File: src/rtl/slsu_if.sv
// Execute-stage request/response and data-memory port bundle for slsu.
// slave = the load/store unit; master = the requester together with the memory.
interface slsu_if #(
    parameter int DATA_WIDTH = 32,
    parameter int ADDR_WIDTH = 32
);
    logic                  req_valid_i;
    logic                  req_ready_o;
    logic                  req_we_i;
    logic [2:0]            req_funct3_i;
    logic [ADDR_WIDTH-1:0] req_addr_i;
    logic [DATA_WIDTH-1:0] req_wdata_i;
    logic                  resp_valid_o;
    logic [DATA_WIDTH-1:0] resp_rdata_o;
    logic                  resp_fault_o;
    logic                  busy_o;
    logic                  mem_read_o;
    logic                  mem_write_o;
    logic [1:0]            mem_size_o;
    logic [ADDR_WIDTH-1:0] mem_addr_o;
    logic [DATA_WIDTH-1:0] mem_wdata_o;
    logic [DATA_WIDTH-1:0] mem_rdata_i;

    modport slave (
        input  req_valid_i, req_we_i, req_funct3_i, req_addr_i, req_wdata_i, mem_rdata_i,
        output req_ready_o, resp_valid_o, resp_rdata_o, resp_fault_o, busy_o,
        output mem_read_o, mem_write_o, mem_size_o, mem_addr_o, mem_wdata_o
    );

    modport master (
        output req_valid_i, req_we_i, req_funct3_i, req_addr_i, req_wdata_i, mem_rdata_i,
        input  req_ready_o, resp_valid_o, resp_rdata_o, resp_fault_o, busy_o,
        input  mem_read_o, mem_write_o, mem_size_o, mem_addr_o, mem_wdata_o
    );
endinterface

File: src/rtl/slsu.sv
// slsu: one-at-a-time load/store unit driving a byte-addressed data memory.
// Optional macro MISALIGNED_SPLIT_EN: misaligned H/W performed as sequential byte accesses.
module slsu #(
    parameter int DATA_WIDTH = 32,
    parameter int ADDR_WIDTH = 32,
    parameter int MEM_BYTES  = 1024
) (
    input logic   clk,
    input logic   rst_n,
    slsu_if.slave bus
);
    localparam logic [ADDR_WIDTH:0] LAST_WORD = (ADDR_WIDTH+1)'(MEM_BYTES - 4);

    typedef enum logic [1:0] {
        IDLE   = 2'd0,
        ACCESS = 2'd1,
`ifdef MISALIGNED_SPLIT_EN
        SPLIT  = 2'd3,
`endif
        RESP   = 2'd2
    } state_t;

    state_t                state;
    logic                  ready_q;
    logic                  busy_q;
    logic                  resp_valid_q;
    logic                  resp_fault_q;
    logic [DATA_WIDTH-1:0] resp_rdata_q;
    logic                  mem_read_q;
    logic                  mem_write_q;
    logic [1:0]            mem_size_q;
    logic [ADDR_WIDTH-1:0] mem_addr_q;
    logic [DATA_WIDTH-1:0] mem_wdata_q;

    logic                  we_q;
    logic [2:0]            funct3_q;

    logic                  illegal;
    logic                  misaligned;
    logic                  out_of_bounds;
    logic                  fault;
    logic [ADDR_WIDTH:0]   addr_ext;
    logic [ADDR_WIDTH:0]   span;

`ifdef MISALIGNED_SPLIT_EN
    logic [ADDR_WIDTH-1:0] addr_q;
    logic [DATA_WIDTH-1:0] wdata_q;
    logic [DATA_WIDTH-1:0] asm_q;
    logic [DATA_WIDTH-1:0] asm_full;
    logic [1:0]            cnt_q;
    logic [1:0]            cnt_next;
    logic [1:0]            last_idx;

    assign cnt_next = cnt_q + 2'd1;
    assign last_idx = funct3_q[1] ? 2'd3 : 2'd1;

    // The byte arriving this cycle is merged so RESP can extend without an extra cycle.
    always_comb begin
        asm_full = asm_q;
        asm_full[{cnt_q, 3'b000} +: 8] = bus.mem_rdata_i[7:0];
    end
`endif

    function automatic logic [DATA_WIDTH-1:0] extend_load(input logic [2:0] funct3,
                                                          input logic [DATA_WIDTH-1:0] data);
        logic [DATA_WIDTH-1:0] result;
        case (funct3)
            3'b000:  result = {{(DATA_WIDTH-8){data[7]}}, data[7:0]};
            3'b100:  result = {{(DATA_WIDTH-8){1'b0}}, data[7:0]};
            3'b001:  result = {{(DATA_WIDTH-16){data[15]}}, data[15:0]};
            3'b101:  result = {{(DATA_WIDTH-16){1'b0}}, data[15:0]};
            default: result = data;
        endcase
        return result;
    endfunction

    // Classification is evaluated in ADDR_WIDTH+1 bits so the end-address sum cannot wrap.
    always_comb begin
        illegal       = 1'b0;
        misaligned    = 1'b0;
        out_of_bounds = 1'b0;
        fault         = 1'b0;
        addr_ext      = {1'b0, bus.req_addr_i};
        span          = '0;
        if (bus.req_we_i) illegal = (bus.req_funct3_i > 3'b010);
        else              illegal = (bus.req_funct3_i == 3'b011) || (bus.req_funct3_i[2:1] == 2'b11);
        case (bus.req_funct3_i[1:0])
            2'b01: begin
                span       = (ADDR_WIDTH+1)'(1);
                misaligned = bus.req_addr_i[0];
            end
            2'b10: begin
                span       = (ADDR_WIDTH+1)'(3);
                misaligned = (bus.req_addr_i[1:0] != 2'b00);
            end
            default: span = '0;
        endcase
        out_of_bounds = misaligned ? ((addr_ext + span) > LAST_WORD) : (addr_ext > LAST_WORD);
`ifdef MISALIGNED_SPLIT_EN
        fault = illegal | out_of_bounds;
`else
        fault = illegal | misaligned | out_of_bounds;
`endif
    end

    always_ff @(posedge clk) begin
        if (state == IDLE && bus.req_valid_i) begin
            we_q     <= bus.req_we_i;
            funct3_q <= bus.req_funct3_i;
`ifdef MISALIGNED_SPLIT_EN
            addr_q   <= bus.req_addr_i;
            wdata_q  <= bus.req_wdata_i;
            asm_q    <= '0;
`endif
        end
`ifdef MISALIGNED_SPLIT_EN
        else if (state == SPLIT) begin
            asm_q <= asm_full;
        end
`endif
    end

    always_ff @(posedge clk or negedge rst_n) begin
        if (!rst_n) begin
            state        <= IDLE;
            ready_q      <= 1'b1;
            busy_q       <= 1'b0;
            resp_valid_q <= 1'b0;
            resp_fault_q <= 1'b0;
            resp_rdata_q <= '0;
            mem_read_q   <= 1'b0;
            mem_write_q  <= 1'b0;
            mem_size_q   <= 2'b00;
            mem_addr_q   <= '0;
            mem_wdata_q  <= '0;
`ifdef MISALIGNED_SPLIT_EN
            cnt_q        <= 2'd0;
`endif
        end else begin
            case (state)
                IDLE: begin
                    if (bus.req_valid_i) begin
                        ready_q <= 1'b0;
                        busy_q  <= 1'b1;
                        if (fault) begin
                            state        <= RESP;
                            resp_valid_q <= 1'b1;
                            resp_fault_q <= 1'b1;
                            resp_rdata_q <= '0;
                        end
`ifdef MISALIGNED_SPLIT_EN
                        else if (misaligned) begin
                            state       <= SPLIT;
                            cnt_q       <= 2'd0;
                            mem_read_q  <= !bus.req_we_i;
                            mem_write_q <= bus.req_we_i;
                            mem_size_q  <= 2'b00;
                            mem_addr_q  <= bus.req_addr_i;
                            mem_wdata_q <= bus.req_we_i ?
                                           {{(DATA_WIDTH-8){1'b0}}, bus.req_wdata_i[7:0]} : '0;
                        end
`endif
                        else begin
                            state       <= ACCESS;
                            mem_read_q  <= !bus.req_we_i;
                            mem_write_q <= bus.req_we_i;
                            mem_size_q  <= bus.req_funct3_i[1:0];
                            mem_addr_q  <= bus.req_addr_i;
                            mem_wdata_q <= bus.req_we_i ? bus.req_wdata_i : '0;
                        end
                    end
                end
                ACCESS: begin
                    state        <= RESP;
                    mem_read_q   <= 1'b0;
                    mem_write_q  <= 1'b0;
                    mem_size_q   <= 2'b00;
                    mem_addr_q   <= '0;
                    mem_wdata_q  <= '0;
                    resp_valid_q <= 1'b1;
                    resp_fault_q <= 1'b0;
                    resp_rdata_q <= we_q ? '0 : extend_load(funct3_q, bus.mem_rdata_i);
                end
`ifdef MISALIGNED_SPLIT_EN
                SPLIT: begin
                    if (cnt_q == last_idx) begin
                        state        <= RESP;
                        mem_read_q   <= 1'b0;
                        mem_write_q  <= 1'b0;
                        mem_size_q   <= 2'b00;
                        mem_addr_q   <= '0;
                        mem_wdata_q  <= '0;
                        resp_valid_q <= 1'b1;
                        resp_fault_q <= 1'b0;
                        resp_rdata_q <= we_q ? '0 : extend_load(funct3_q, asm_full);
                    end else begin
                        cnt_q       <= cnt_next;
                        mem_addr_q  <= addr_q + ADDR_WIDTH'(cnt_next);
                        mem_wdata_q <= we_q ?
                                       {{(DATA_WIDTH-8){1'b0}}, wdata_q[{cnt_next, 3'b000} +: 8]} : '0;
                    end
                end
`endif
                RESP: begin
                    state        <= IDLE;
                    ready_q      <= 1'b1;
                    busy_q       <= 1'b0;
                    resp_valid_q <= 1'b0;
                    resp_fault_q <= 1'b0;
                    resp_rdata_q <= '0;
                end
                default: begin
                    state        <= IDLE;
                    ready_q      <= 1'b1;
                    busy_q       <= 1'b0;
                    resp_valid_q <= 1'b0;
                    resp_fault_q <= 1'b0;
                    resp_rdata_q <= '0;
                    mem_read_q   <= 1'b0;
                    mem_write_q  <= 1'b0;
                    mem_size_q   <= 2'b00;
                    mem_addr_q   <= '0;
                    mem_wdata_q  <= '0;
                end
            endcase
        end
    end

    assign bus.req_ready_o  = ready_q;
    assign bus.busy_o       = busy_q;
    assign bus.resp_valid_o = resp_valid_q;
    assign bus.resp_fault_o = resp_fault_q;
    assign bus.resp_rdata_o = resp_rdata_q;
    assign bus.mem_read_o   = mem_read_q;
    assign bus.mem_write_o  = mem_write_q;
    assign bus.mem_size_o   = mem_size_q;
    assign bus.mem_addr_o   = mem_addr_q;
    assign bus.mem_wdata_o  = mem_wdata_q;
endmodule

File: src/flat_wrapper.sv
// flat-port wrapper written by rule: the top's interface ports become plain ports
module slsu_flat 
#(
    parameter int DATA_WIDTH = 32,
    parameter int ADDR_WIDTH = 32,
    parameter int MEM_BYTES  = 1024
)
  (clk, rst_n, bus_req_valid_i, bus_req_we_i, bus_req_funct3_i, bus_req_addr_i, bus_req_wdata_i, bus_mem_rdata_i, bus_req_ready_o, bus_resp_valid_o, bus_resp_rdata_o, bus_resp_fault_o, bus_busy_o, bus_mem_read_o, bus_mem_write_o, bus_mem_size_o, bus_mem_addr_o, bus_mem_wdata_o);
  slsu_if #(.DATA_WIDTH(DATA_WIDTH), .ADDR_WIDTH(ADDR_WIDTH)) bus_i ();
  input logic clk;
  input logic rst_n;
  input wire logic [$bits(bus_i.req_valid_i)-1:0] bus_req_valid_i;
  input wire logic [$bits(bus_i.req_we_i)-1:0] bus_req_we_i;
  input wire logic [$bits(bus_i.req_funct3_i)-1:0] bus_req_funct3_i;
  input wire logic [$bits(bus_i.req_addr_i)-1:0] bus_req_addr_i;
  input wire logic [$bits(bus_i.req_wdata_i)-1:0] bus_req_wdata_i;
  input wire logic [$bits(bus_i.mem_rdata_i)-1:0] bus_mem_rdata_i;
  output wire logic [$bits(bus_i.req_ready_o)-1:0] bus_req_ready_o;
  output wire logic [$bits(bus_i.resp_valid_o)-1:0] bus_resp_valid_o;
  output wire logic [$bits(bus_i.resp_rdata_o)-1:0] bus_resp_rdata_o;
  output wire logic [$bits(bus_i.resp_fault_o)-1:0] bus_resp_fault_o;
  output wire logic [$bits(bus_i.busy_o)-1:0] bus_busy_o;
  output wire logic [$bits(bus_i.mem_read_o)-1:0] bus_mem_read_o;
  output wire logic [$bits(bus_i.mem_write_o)-1:0] bus_mem_write_o;
  output wire logic [$bits(bus_i.mem_size_o)-1:0] bus_mem_size_o;
  output wire logic [$bits(bus_i.mem_addr_o)-1:0] bus_mem_addr_o;
  output wire logic [$bits(bus_i.mem_wdata_o)-1:0] bus_mem_wdata_o;
  assign bus_i.req_valid_i = bus_req_valid_i;
  assign bus_i.req_we_i = bus_req_we_i;
  assign bus_i.req_funct3_i = bus_req_funct3_i;
  assign bus_i.req_addr_i = bus_req_addr_i;
  assign bus_i.req_wdata_i = bus_req_wdata_i;
  assign bus_i.mem_rdata_i = bus_mem_rdata_i;
  assign bus_req_ready_o = bus_i.req_ready_o;
  assign bus_resp_valid_o = bus_i.resp_valid_o;
  assign bus_resp_rdata_o = bus_i.resp_rdata_o;
  assign bus_resp_fault_o = bus_i.resp_fault_o;
  assign bus_busy_o = bus_i.busy_o;
  assign bus_mem_read_o = bus_i.mem_read_o;
  assign bus_mem_write_o = bus_i.mem_write_o;
  assign bus_mem_size_o = bus_i.mem_size_o;
  assign bus_mem_addr_o = bus_i.mem_addr_o;
  assign bus_mem_wdata_o = bus_i.mem_wdata_o;
  slsu #(.DATA_WIDTH(DATA_WIDTH), .ADDR_WIDTH(ADDR_WIDTH), .MEM_BYTES(MEM_BYTES)) u_core (.clk(clk), .rst_n(rst_n), .bus(bus_i));
endmodule
File: config.mk
export PLATFORM = sky130hd
export DESIGN_NAME = slsu_flat
export DESIGN_NICKNAME = d
export VERILOG_FILES = /design/src/rtl/slsu_if.sv /design/src/rtl/slsu.sv /design/src/flat_wrapper.sv
export SDC_FILE = /design/constraint.sdc
export NUM_CORES = 1
export LEC_CHECK = 0
export CAP_MARGIN = 40
export CORE_MARGIN = 2
export CORE_UTILIZATION = 45
export DETAILED_ROUTE_END_ITERATION = 6
export GPL_TIMING_DRIVEN = 0
export PLACE_DENSITY = 0.85
export SETUP_SLACK_MARGIN = 0.02
export SLEW_MARGIN = 20
export SYNTH_ARGS = -nofsm -noshare
export SYNTH_HDL_FRONTEND = slang
export SYNTH_SLANG_ARGS = --single-unit
File: constraint.sdc
create_clock -name clk -period 2.7 [get_ports clk]
set_clock_uncertainty 0.15 [all_clocks]
set_input_delay 0.54 -clock clk [delete_from_list [all_inputs] [get_ports clk]]
set_output_delay 0.54 -clock clk [all_outputs]
set_load 0.02 [all_outputs]
==> run summary, run 1 <==
====================================================================================
Delay-heaviest family, CP                                               simple AND/OR/NAND/NOR gates
Worst slack on hold paths                                                  0.3413 ns
Combined global-route utilization of all metal layers                         22.70%
Main area contributors after synthesis                                  dfrtp_1 56%, a22o_1 8.3%, mux2i_1 7.1%, nand2b_1 6.7%, nand2_1 3.7%
Result of the run                                                       finished, final reports clean
Highest net fanout along the worst path                                           10
Transition at the pin with the smallest max-transition slack               0.5951 ns
Via count of the first global-routing pass                                     4,151
Weighted congestion at the end of routability-driven global placement         0.8404
Final worst-path cycle share                                                  96.31%
Ys flop type                                                                 dfrtp_1
Number of synthesized register bits                                              110
Highest ir drop seen on vdd                                                0.3147 mV
Area of the die                                                           11,160 µm²
Fraction of the yosys area taken by sequential cells                          59.64%
HPWL reported at the end of detailed placement                               9264 µm
Critical path capture point type                                            register
Leading cell types in the layout, fill and taps excluded                204 x clkdlybuf4s50_1, 105 x dfrtp_1, 50 x nand2b_1, 46 x nand2_1, 44 x a22o_1
Worst r2r src                                                           u_core.state[0]
# IOs                                                                            207
Sinks on Clock Net                                                               110
CTS buffer count                                                                   9
Number of cells produced by synthesis                                            390
Layout overhead on the synthesized area                                       54.67%
Synthesized cell area                                                       4651 µm²
Share of the synthesized area in the top cell type                            56.50%
Max Transition Viols Final                                                         0
Global-route wire length before repair                                     20,490 µm
Count of endpoints failing setup in the final report                               0
Switching power of the nets                                                0.7104 mW
Via count of the routed design                                                 3,812
Worst slack at placement                                                  -0.6760 ns
Total inserted antenna cells                                                       0
Detailed router's first-iteration violation count                                198
Clock share of power                                                           33.3%
Logic pwr share                                                                10.8%
Cell count after placement                                                       733
Pin count of the biggest net entering global routing                              68
Yosys warning count                                                                0
Worst setup path startpoint                                             bus_req_addr_i[27]
Number of buffer cells added on primary ports                                    206
Floorplan row count                                                               37
Leak pwr                                                                    3.066 nW
Share of synthesized flip-flops with an asynchronous set or reset             96.36%
Clock tree from TritonCTS                                                      built
H-tree level count                                                                 3
WL per Instance                                                             16.40 µm
Final #Nets                                                                      716
Cell taking the most area after synthesis                                    dfrtp_1
Vias per cell                                                                  5.076
Pwr Density                                                             416.9 nW/µm²
Number of buffers between clock root and the deepest sink                          2
Syn_area_per_cell                                                          11.92 µm²
Achievable clock frequency                                                 384.6 MHz
Required time at the endpoint of the critical path                           2.84 ns
Max-cap violations                                                                 0
Element type at the critical path start                                    input pin
First-pass DRT Iterations                                                          4
Root buffer selected by CTS                                                 clkbuf_8
Initial antenna violation count                                                    0
Clock-pin slew on the worst setup and hold paths                             0.11 ns
Total chip power                                                            2.999 mW
Die X-Extent                                                                105.7 µm
Leftover overflow at the end of global routing                                     0
Category of the most critical setup path                                input pin to register
Commonest non-fill, non-tap cell in the layout                          clkdlybuf4s50_1
Remaining max-slew budget at the tightest pin                                 60.32%
Post-route insts no fill                                                         751
Worst min-delay path class                                              register to register
DRC violation count after routing                                                  0
Vertical die dimension                                                      105.7 µm
Std-Cell Core Area                                                        10,180 µm²
Unique masters post-synth                                                         36
Bufs and invs on worst path                                                        3
Register share of total power                                                  55.9%
Final hold violation count                                                         0
Number of nets in the synthesized netlist                                        496
Sequence of cells on the critical path                                  clkdlybuf4s50_1, or4_4, a2111oi_4, nand4_2, nor4_4, buf_12, buf_6, mux2i_1
Setup repair after global routing missed its margin                              yes
Crit path setup slack, layout                                             0.09976 ns
Critical-path cell with the highest stage delay                                or4_4
Detailed-route wire length                                                 12,320 µm
Number of enable flip-flop cells after synthesis                                   4
Fraction of layout instances using a drive strength above 1                   6.829%
Slowest stage delay, CP                                                      0.54 ns
Initial core utilization                                                      45.66%
Hold path startpoint                                                    u_core.bus.mem_addr_o[26]
Cell-internal power                                                         2.289 mW
Proportion of total power due to net switching                                23.69%
Antenna Nets Post-Route                                                            0
CP arrival                                                                   2.74 ns
Clock latency on the worst-skew pair                                         0.37 ns
Shortest period the worst path allows                                       2.600 ns
====================================================================================
stage by stage:
stage,setup TNS [ns],instance area (µm²),utilization [%]
final,0,7193,70.63
after global routing,0,7193,70.63
after CTS,0,7176,70.45
after detailed placement,-48.64,6912,67.86
after global placement,-354.37,6883,67.58
after floorplan,0,4651,-
per-layer routing:
layer	vias up	GRT usage (%)	part of all wire, %
met5	-	0	0
li1	1781	-	-
met4	0	8.553	2.3
met1	1876	28.89	42
met2	134	37.88	50
met3	21	5.195	6.3
cell usage after synthesis, drive strengths merged (4+ instances only):
cell type / n
nor2: 7
mux2i: 33
and2: 23
a22o: 44
nand2: 46
nor4: 6
clkbuf: 16
inv: 7
o21ai: 14
buf: 8
nand4: 4
dfrtp: 105
nand2b: 50
edfxtp: 4
logic make-up (layout without fill, tap and decap cells):
kind of cell | after synthesis | after routing | synth area share [%]
muxes | 34 | 34 | 7.345
adders and majority gates | 3 | 3 | 0.8072
and+or+nand+nor | 147 | 147 | 17.57
buffers and inverters | 31 | 256 | 3.094
AOI/OAI and AO/OA | 65 | 65 | 11.54
DFF | 110 | 110 | 59.65
layout make-up:
type,count,area [µm²]
fillers,764,2992
flip-flops and latches,110,2774
repair buffers,209,2123
multi-input cells,249,1762
well taps,136,170.2
plain buffers,24,140.1
clock buffers,10,127.6
clock inverters,6,70.07
inverters,7,26.28
final timing paths:
kind / endpoint / slack, ns / cells after the start
worst max-delay path: u_core.bus.mem_wdata_o[3] / 0.1 / 8
worst min-delay path: u_core.bus.mem_addr_o[26] / 0.34 / 1
worst max register to register: u_core.bus.resp_rdata_o[22] / 0.29 / 6
worst min register to register: u_core.bus.mem_addr_o[26] / 0.34 / 1
max in group asynchronous: u_core.bus.req_ready_o / 1.22 / 3
min in group asynchronous: u_core.bus.resp_rdata_o[19] / 0.49 / 2
registers in the layout, indices dropped and copies added (netlist names):
signal and cells:
u_core.bus.mem_write_o 1, u_core.bus.req_ready_o 1, u_core.bus.mem_read_o 1, u_core.bus.mem_addr_o 32
u_core.funct3_q 3, u_core.bus.resp_valid_o 1, u_core.bus.mem_size_o 2, u_core.bus.busy_o 1
u_core.we_q 1, u_core.bus.resp_fault_o 1, u_core.bus.resp_rdata_o 32, u_core.bus.mem_wdata_o 32
u_core.state 2
repair_timing:
action,in CTS,in global routing
pin swaps,2,0
setup buffers,1,0
endpoints found under the hold margin,39,0
resized for setup,10,5
hold buffers,1,0
setup endpoints to repair,65,69
cloned,0,0
power by group through the flow:
stage / combinational (mW) / clock [mW] / sequential [mW]
finish: 0.323 / 1.00 / 1.68
CTS: 0.325 / 1.02 / 1.68
global route: 0.354 / 1.10 / 1.68
global placement: 0.308 / 0 / 1.71
floorplan: 0.0783 / 0 / 1.72
detailed placement: 0.320 / 0 / 1.71
(Power assumes the default switching activity.)
==> inputs of run 2 (changes only) <==
--- a/config.mk
+++ b/config.mk
@@ -5,13 +5,15 @@
 export SDC_FILE = /design/constraint.sdc
 export NUM_CORES = 1
 export LEC_CHECK = 0
+export ABC_AREA = 1
 export CAP_MARGIN = 40
 export CORE_MARGIN = 2
-export CORE_UTILIZATION = 45
+export CORE_UTILIZATION = 43
 export DETAILED_ROUTE_END_ITERATION = 6
 export GPL_TIMING_DRIVEN = 0
-export PLACE_DENSITY = 0.85
+export PLACE_DENSITY = 0.81
 export SETUP_SLACK_MARGIN = 0.02
+export SKIP_CTS_REPAIR_TIMING = 1
 export SLEW_MARGIN = 20
 export SYNTH_ARGS = -nofsm -noshare
 export SYNTH_HDL_FRONTEND = slang
==> constraint.sdc (replaced) <==
create_clock -name clk -period 2.9 [get_ports clk]
set_clock_uncertainty 0.15 [all_clocks]
set_input_delay 0.58 -clock clk [delete_from_list [all_inputs] [get_ports clk]]
set_output_delay 0.58 -clock clk [all_outputs]
set_load 0.02 [all_outputs]
==> run summary, run 2 <==
====================================================================================
Initial antenna violation count                                                    0   unchanged
DRC violation count after routing                                                  0   unchanged
Category of the most critical setup path                                input pin to register
Clock-pin slew on the worst setup and hold paths                             0.08 ns   -0.03 ns
Floorplan row count                                                               38   +2.7%
Critical path capture point type                                            register
Total chip power                                                            3.301 mW   +10%
Transition at the pin with the smallest max-transition slack               0.5176 ns   -0.07759 ns
Number of enable flip-flop cells after synthesis                                   4   unchanged
Number of nets in the synthesized netlist                                        691   +39%
Layout overhead on the synthesized area                                       53.32%
CTS buffer count                                                                   9   unchanged
Highest net fanout along the worst path                                           10   unchanged
Remaining max-slew budget at the tightest pin                                 65.50%   +5.2 points
H-tree level count                                                                 3   unchanged
Setup repair after global routing missed its margin                               no
Element type at the critical path start                                    input pin
Area of the die                                                           12,190 µm²   +9.2%
Required time at the endpoint of the critical path                           3.02 ns   +0.18 ns
Count of endpoints failing setup in the final report                               0   unchanged
Weighted congestion at the end of routability-driven global placement         0.8243   -1.9%
Clock tree from TritonCTS                                                      built
Fraction of the yosys area taken by sequential cells                          56.99%   -2.7 points
Shortest period the worst path allows                                       2.544 ns
Worst-case reg-to-reg path depth                                                   8   +2
Detailed-route wire length                                                 13,400 µm   +8.8%
Cell area after layout                                                      7462 µm²   +3.7%
Cell area reported after detailed placement                                 7133 µm²   +3.2%
Pwr Density                                                             442.4 nW/µm²   +6.1%
Final-layout fill cell count                                                     873   +14%
Pin count of the biggest net entering global routing                              76   +12%
Synthesized cell area                                                       4867 µm²   +4.7%
Top cells by count, synth                                               210 x nand2_1, 105 x dfrtp_1, 83 x nand3_1
Number of buffers between clock root and the deepest sink                          2   unchanged
CP arrival                                                                   2.66 ns   -0.08 ns
Post-route insts no fill                                                         949   +26%
Antenna Nets Post-Route                                                            0   unchanged
First-pass DRT Iterations                                                          4   unchanged
Clock latency on the worst-skew pair                                         0.33 ns   -0.04 ns
Final #Nets                                                                      910   +27%
Syn_area_per_cell                                                          8.320 µm²   -30%
Achievable clock frequency                                                 393.1 MHz
Std-Cell Core Area                                                        10,940 µm²   +7.4%
Max Transition Viols Final                                                         0   unchanged
Worst slack on hold paths                                                  0.3452 ns   +0.003983 ns
Most frequent cell after synthesis                                           nand2_1
Vias per cell                                                                  4.918   -3.1%
Endpoint of the worst register-to-register path                         u_core.bus.mem_addr_o[3]
Number of cells produced by synthesis                                            585   +50%
Worst min-delay path class                                              register to register
Via count of the routed design                                                 4,667   +22%
Leak pwr                                                                    3.654 nW   +19%
Share of the synthesized area in the top cell type                            53.98%   -2.5 points
Die X-Extent                                                                110.4 µm   +4.5%
Fraction of layout instances using a drive strength above 1                   7.046%   +0.22 points
Commonest non-fill, non-tap cell in the layout                               nand2_1
Hold worst-path end                                                     u_core.bus.mem_addr_o[12]
Ys flop type                                                                 dfrtp_1
Sinks on Clock Net                                                               110   unchanged
Total negative slack for setup checks                                           0 ns   unchanged
Initial core utilization                                                      44.51%   -1.2 points
Combined global-route utilization of all metal layers                         22.15%   -0.55 points
Cell taking the most area after synthesis                                    dfrtp_1
Vertical die dimension                                                      110.4 µm   +4.5%
Leading cell types in the layout, fill and taps excluded                210 x nand2_1, 205 x clkdlybuf4s50_1, 105 x dfrtp_1, 83 x nand3_1, 75 x nor2_1
HPWL reported at the end of detailed placement                             10,230 µm   +10%
Global-route wire length before repair                                     21,260 µm   +3.8%
Detailed router's first-iteration violation count                                332   +68%
Final worst-path cycle share                                                  87.71%
Register-to-register path setup slack                                        1.01 ns   +0.72 ns
Leftover overflow at the end of global routing                                     0   unchanged
Yosys warning count                                                                0   unchanged
Max-cap violations                                                                 0   unchanged
Result of the run                                                       finished, final reports clean
Number of buffer cells added on primary ports                                    206   unchanged
Number of synthesized register bits                                              110   unchanged
Worst r2r src                                                           u_core.state[1]
Share of synthesized flip-flops with an asynchronous set or reset             96.36%   unchanged
Via count of the first global-routing pass                                     4,520   +8.9%
Total inserted antenna cells                                                       0   unchanged
Highest ir drop seen on vdd                                                0.3309 mV   +5.2%
Final hold violation count                                                         0   unchanged
Hold path startpoint                                                    u_core.bus.mem_addr_o[12]
WL per Instance                                                             14.12 µm   -14%
Unique masters post-synth                                                         28   -22%
WHS Path Cells                                                                     2   +1
Main area contributors after synthesis                                  dfrtp_1 54%, nand2_1 16%, nand3_1 8.5%, nor2_1 5.8%, edfxtp_1 2.5%
Root buffer selected by CTS                                                clkbuf_16
# IOs                                                                            207   unchanged
Cell count after placement                                                       932   +27%
====================================================================================
run 2: cell count changes after synthesis, moves of 6 or more:
cell      change
nand2b_1     -50
nand3_1      +83
o21ai_1       +9
buf_4         +9
nand2_1     +164
inv_1        +25
o21ai_0       -6
a22o_1       -44
nor2_1       +68
clkbuf_1      -8
and2_1       -23
inv_2         +6
mux2i_1      -33
run 2: power breakdown:
part,leakage (nW),internal [mW],switching [mW]
clock,0.152,0.693,0.584
sequential,1.47,1.58,0.0222
combinational,2.03,0.224,0.202
run 2: final cells by class:
class | count | area, µm² | area share, %
buffer | 33 | 190.2 | 2.549
clock buffer | 9 | 225.2 | 3.018
clock inverter | 7 | 93.84 | 1.258
inverter | 39 | 148.9 | 1.995
multi-input combinational | 403 | 1754 | 23.51
sequential | 110 | 2774 | 37.17
tap | 140 | 175.2 | 2.347
timing repair buffer | 208 | 2101 | 28.15
run 2: worst max path at each step:
stage | start | end | cells past startpoint
floorplan | bus_req_funct3_i[0] | u_core.bus.mem_wdata_o[10] | 11
global placement | rst_n | u_core.bus.mem_wdata_o[16] | 1
detailed placement | bus_req_funct3_i[1] | u_core.bus.mem_wdata_o[29] | 13
CTS | bus_req_funct3_i[1] | u_core.bus.mem_wdata_o[29] | 13
global route | bus_req_funct3_i[1] | u_core.bus.resp_rdata_o[22] | 13
finish | bus_req_funct3_i[1] | u_core.bus.resp_rdata_o[22] | 13
run 2: cell families after synthesis:
kind of cell / count (synthesis) / synth area share, %
AO/OA/AOI/OAI: 21 / 2.545
adder cells (fa/ha/maj): 3 / 0.7713
buffers and inverters: 72 / 6.967
flip-flops: 110 / 56.99
AND/OR/NAND/NOR: 379 / 32.73
run 2: routing by layer:
metal / track usage (%) / vias up / share of wire [%]
li1: - / 2257 / -
met1: 27.85 / 2231 / 42
met2: 39.48 / 168 / 50
met3: 4.527 / 11 / 7.1
met4: 4.821 / 0 / 0.78
met5: 0 / - / 0
run 2: stage by stage:
step	worst slack (ns)	utilization, %
after floorplan	0.9882	-
after global placement	-2.779	64.97
after detailed placement	0.01134	65.23
after CTS	0.3573	68.15
after global routing	0.1606	68.24
final	0.3564	68.24
run 2: worst max-delay path, stage by stage:
cell and delay [ns]:
clkdlybuf4s50_1 0.63, inv_1 0.12, ha_1 0.19, nand2_1 0.07, nand2_1 0.05, nand3_1 0.06, nand2_1 0.06, nor2_2 0.13
nand2_1 0.15, nand2_2 0.19, buf_2 0.23, nand3_1 0.10, nand2_1 0.08
==> inputs of run 3 (changes only) <==
--- a/config.mk
+++ b/config.mk
@@ -7,7 +7,7 @@
 export LEC_CHECK = 0
 export ABC_AREA = 1
 export CAP_MARGIN = 40
-export CORE_MARGIN = 2
+export CORE_MARGIN = 4
 export CORE_UTILIZATION = 43
 export DETAILED_ROUTE_END_ITERATION = 6
 export GPL_TIMING_DRIVEN = 0
==> run summary, run 3 (synthesis gave the netlist of run 2 again) <==
====================================================================================
Shortest period the worst path allows                                       2.537 ns   -0.006808 ns
Switching power of the nets                                                0.7862 mW   -2.7%
GR Util met2                                                                  35.89%   -3.6 points
Count of endpoints failing setup in the final report                               0   unchanged
Root buffer selected by CTS                                                clkbuf_16
H-tree level count                                                                 3   unchanged
Final hold violation count                                                         0   unchanged
Achievable clock frequency                                                 394.2 MHz   +0.27%
Worst min-delay path class                                              register to register
Post-route insts no fill                                                         949   unchanged
Vertical die dimension                                                      114.4 µm   +3.6%
Final-layout fill cell count                                                     870   -0.34%
Floorplan row count                                                               38   unchanged
Transition at the pin with the smallest max-transition slack               0.4883 ns   -0.02928 ns
Met3 routing resource usage after global routing                              5.285%   +0.76 points
WL per Instance                                                             14.71 µm   +4.1%
Result of the run                                                       finished, final reports clean
Layout overhead on the synthesized area                                       52.90%
# IOs                                                                            207   unchanged
Std-Cell Core Area                                                        10,940 µm²   unchanged
Total chip power                                                            3.260 mW   -1.2%
Detailed-route wire length                                                 13,960 µm   +4.1%
Clock latency on the worst-skew pair                                         0.34 ns   about the same
Total negative slack for setup checks                                           0 ns   unchanged
Remaining max-slew budget at the tightest pin                                 67.45%   +2.0 points
Total inserted antenna cells                                                       0   unchanged
First-pass DRT Iterations                                                          5   +1
Max Transition Viols Final                                                         0   unchanged
Max-cap violations                                                                 0   unchanged
Antenna Nets Post-Route                                                            0   unchanged
Busiest layer in global routing                                                 met2
Detailed router's first-iteration violation count                                404   +22%
Critical path capture point type                                            register
Leading cell types in the layout, fill and taps excluded                210 x nand2_1, 205 x clkdlybuf4s50_1, 105 x dfrtp_1, 83 x nand3_1, 75 x nor2_1
Cell area reported after detailed placement                                 7133 µm²   unchanged
Via count of the first global-routing pass                                     4,688   +3.7%
Initial core utilization                                                      44.51%   unchanged
Logic pwr share                                                                13.2%   +0.3 points
Sinks on Clock Net                                                               110   unchanged
Proportion of total power due to net switching                                24.11%   -0.36 points
Pin count of the biggest net entering global routing                              71   -6.6%
Cell area after layout                                                      7442 µm²   -0.27%
Number of buffer cells added on primary ports                                    206   unchanged
Leak pwr                                                                    3.648 nW   -0.18%
Required time at the endpoint of the critical path                           3.03 ns   about the same
CP arrival                                                                   2.66 ns   about the same
Category of the most critical setup path                                input pin to register
Worst slack on hold paths                                                  0.3450 ns   -0.0002250 ns
HPWL reported at the end of detailed placement                             10,720 µm   +4.8%
Cell count after placement                                                       932   unchanged
Cell-internal power                                                         2.474 mW   -0.77%
Number of buffers between clock root and the deepest sink                          2   unchanged
Clock-pin slew on the worst setup and hold paths                             0.07 ns   about the same
Fraction of layout instances using a drive strength above 1                   7.046%   unchanged
Vias per cell                                                                  4.923   +0.11%
Pwr Density                                                             438.1 nW/µm²   -0.98%
Register share of total power                                                  49.0%   +0.6 points
Highest net fanout along the worst path                                           10   unchanged
DRC violation count after routing                                                  0   unchanged
Area of the die                                                           13,090 µm²   +7.4%
Clock tree from TritonCTS                                                      built
Global-route wire length before repair                                     22,530 µm   +6.0%
Final worst-path cycle share                                                  87.48%   -0.23 points
CTS buffer count                                                                   9   unchanged
GR met1 Demand/Resource                                                       26.85%   -1.0 points
Die X-Extent                                                                114.4 µm   +3.6%
Setup repair after global routing missed its margin                               no
Clock share of power                                                           37.8%   -0.9 points
Final #Nets                                                                      910   unchanged
Element type at the critical path start                                    input pin
Combined global-route utilization of all metal layers                         21.31%   -0.84 points
Via count of the routed design                                                 4,672   +0.11%
Weighted congestion at the end of routability-driven global placement         0.8715   +5.7%
Highest ir drop seen on vdd                                                0.3256 mV   -1.6%
Commonest non-fill, non-tap cell in the layout                               nand2_1
Initial antenna violation count                                                    0   unchanged
Leftover overflow at the end of global routing                                     0   unchanged
====================================================================================
==> run 3: changes by cell type in the layout (fill, tap and decap cells not counted), sizes merged <==
cell	change
clkinv	+1
inv	-1
==> run 3: power by group through the flow <==
stage	Sequential, mW	Combinational [mW]	Clock, mW
floorplan	1.66	0.116	0
global placement	1.63	0.416	0
detailed placement	1.63	0.430	0
CTS	1.60	0.433	1.25
global route	1.60	0.468	1.32
finish	1.60	0.430	1.23
==> run 3: final timing paths <==
path,from,slack (ns),cells past startpoint,end
worst max-delay path,bus_req_funct3_i[1],0.36,13,u_core.bus.mem_wdata_o[6]
worst min-delay path,u_core.bus.mem_addr_o[15],0.35,2,u_core.bus.mem_addr_o[15]
worst max register to register,u_core.state[1],1.04,8,u_core.bus.mem_addr_o[4]
worst min register to register,u_core.bus.mem_addr_o[15],0.35,2,u_core.bus.mem_addr_o[15]
max in group asynchronous,rst_n,1.33,3,u_core.bus.req_ready_o
min in group asynchronous,rst_n,0.56,2,u_core.bus.mem_addr_o[12]
==> run 3: per-layer routing <==
| metal | vias up | share of wire (%) |
|---|---|---|
| met5 | - | 0 |
| met4 | 0 | 1.8 |
| met3 | 22 | 9.5 |
| met2 | 198 | 48 |
| met1 | 2192 | 40 |
| li1 | 2260 | - |
==> run 3: worst max-delay path: stages <==
cell and delay (ns):
clkdlybuf4s50_1 0.65, inv_1 0.12, ha_1 0.19, nand2_1 0.06, nand2_1 0.05, nand3_1 0.07
nand2_1 0.07, nor2_2 0.12, nand3_1 0.11, nand2_2 0.23, buf_2 0.26, nand2_1 0.08
nand2_1 0.06
==> run 3: final cells by class <==
class                   instances  area [µm²]  area share [%]
plain buffers                  33       190.2           2.555
clock buffers                   9       225.2           3.026
clock inverters                 7       73.82          0.9919
inverters                      39       148.9           2.001
multi-input cells             403        1754           23.57
flip-flops and latches        110        2774           37.27
well taps                     140       175.2           2.354
repair buffers                208        2101           28.23
==> run 3: metrics by stage <==
step	utilization, %	setup slack [ns]
floorplan	-	0.9882
global placement	64.97	-2.802
detailed placement	65.23	0.006100
CTS	67.96	0.3349
global route	68.05	0.1217
finish	68.05	0.3632
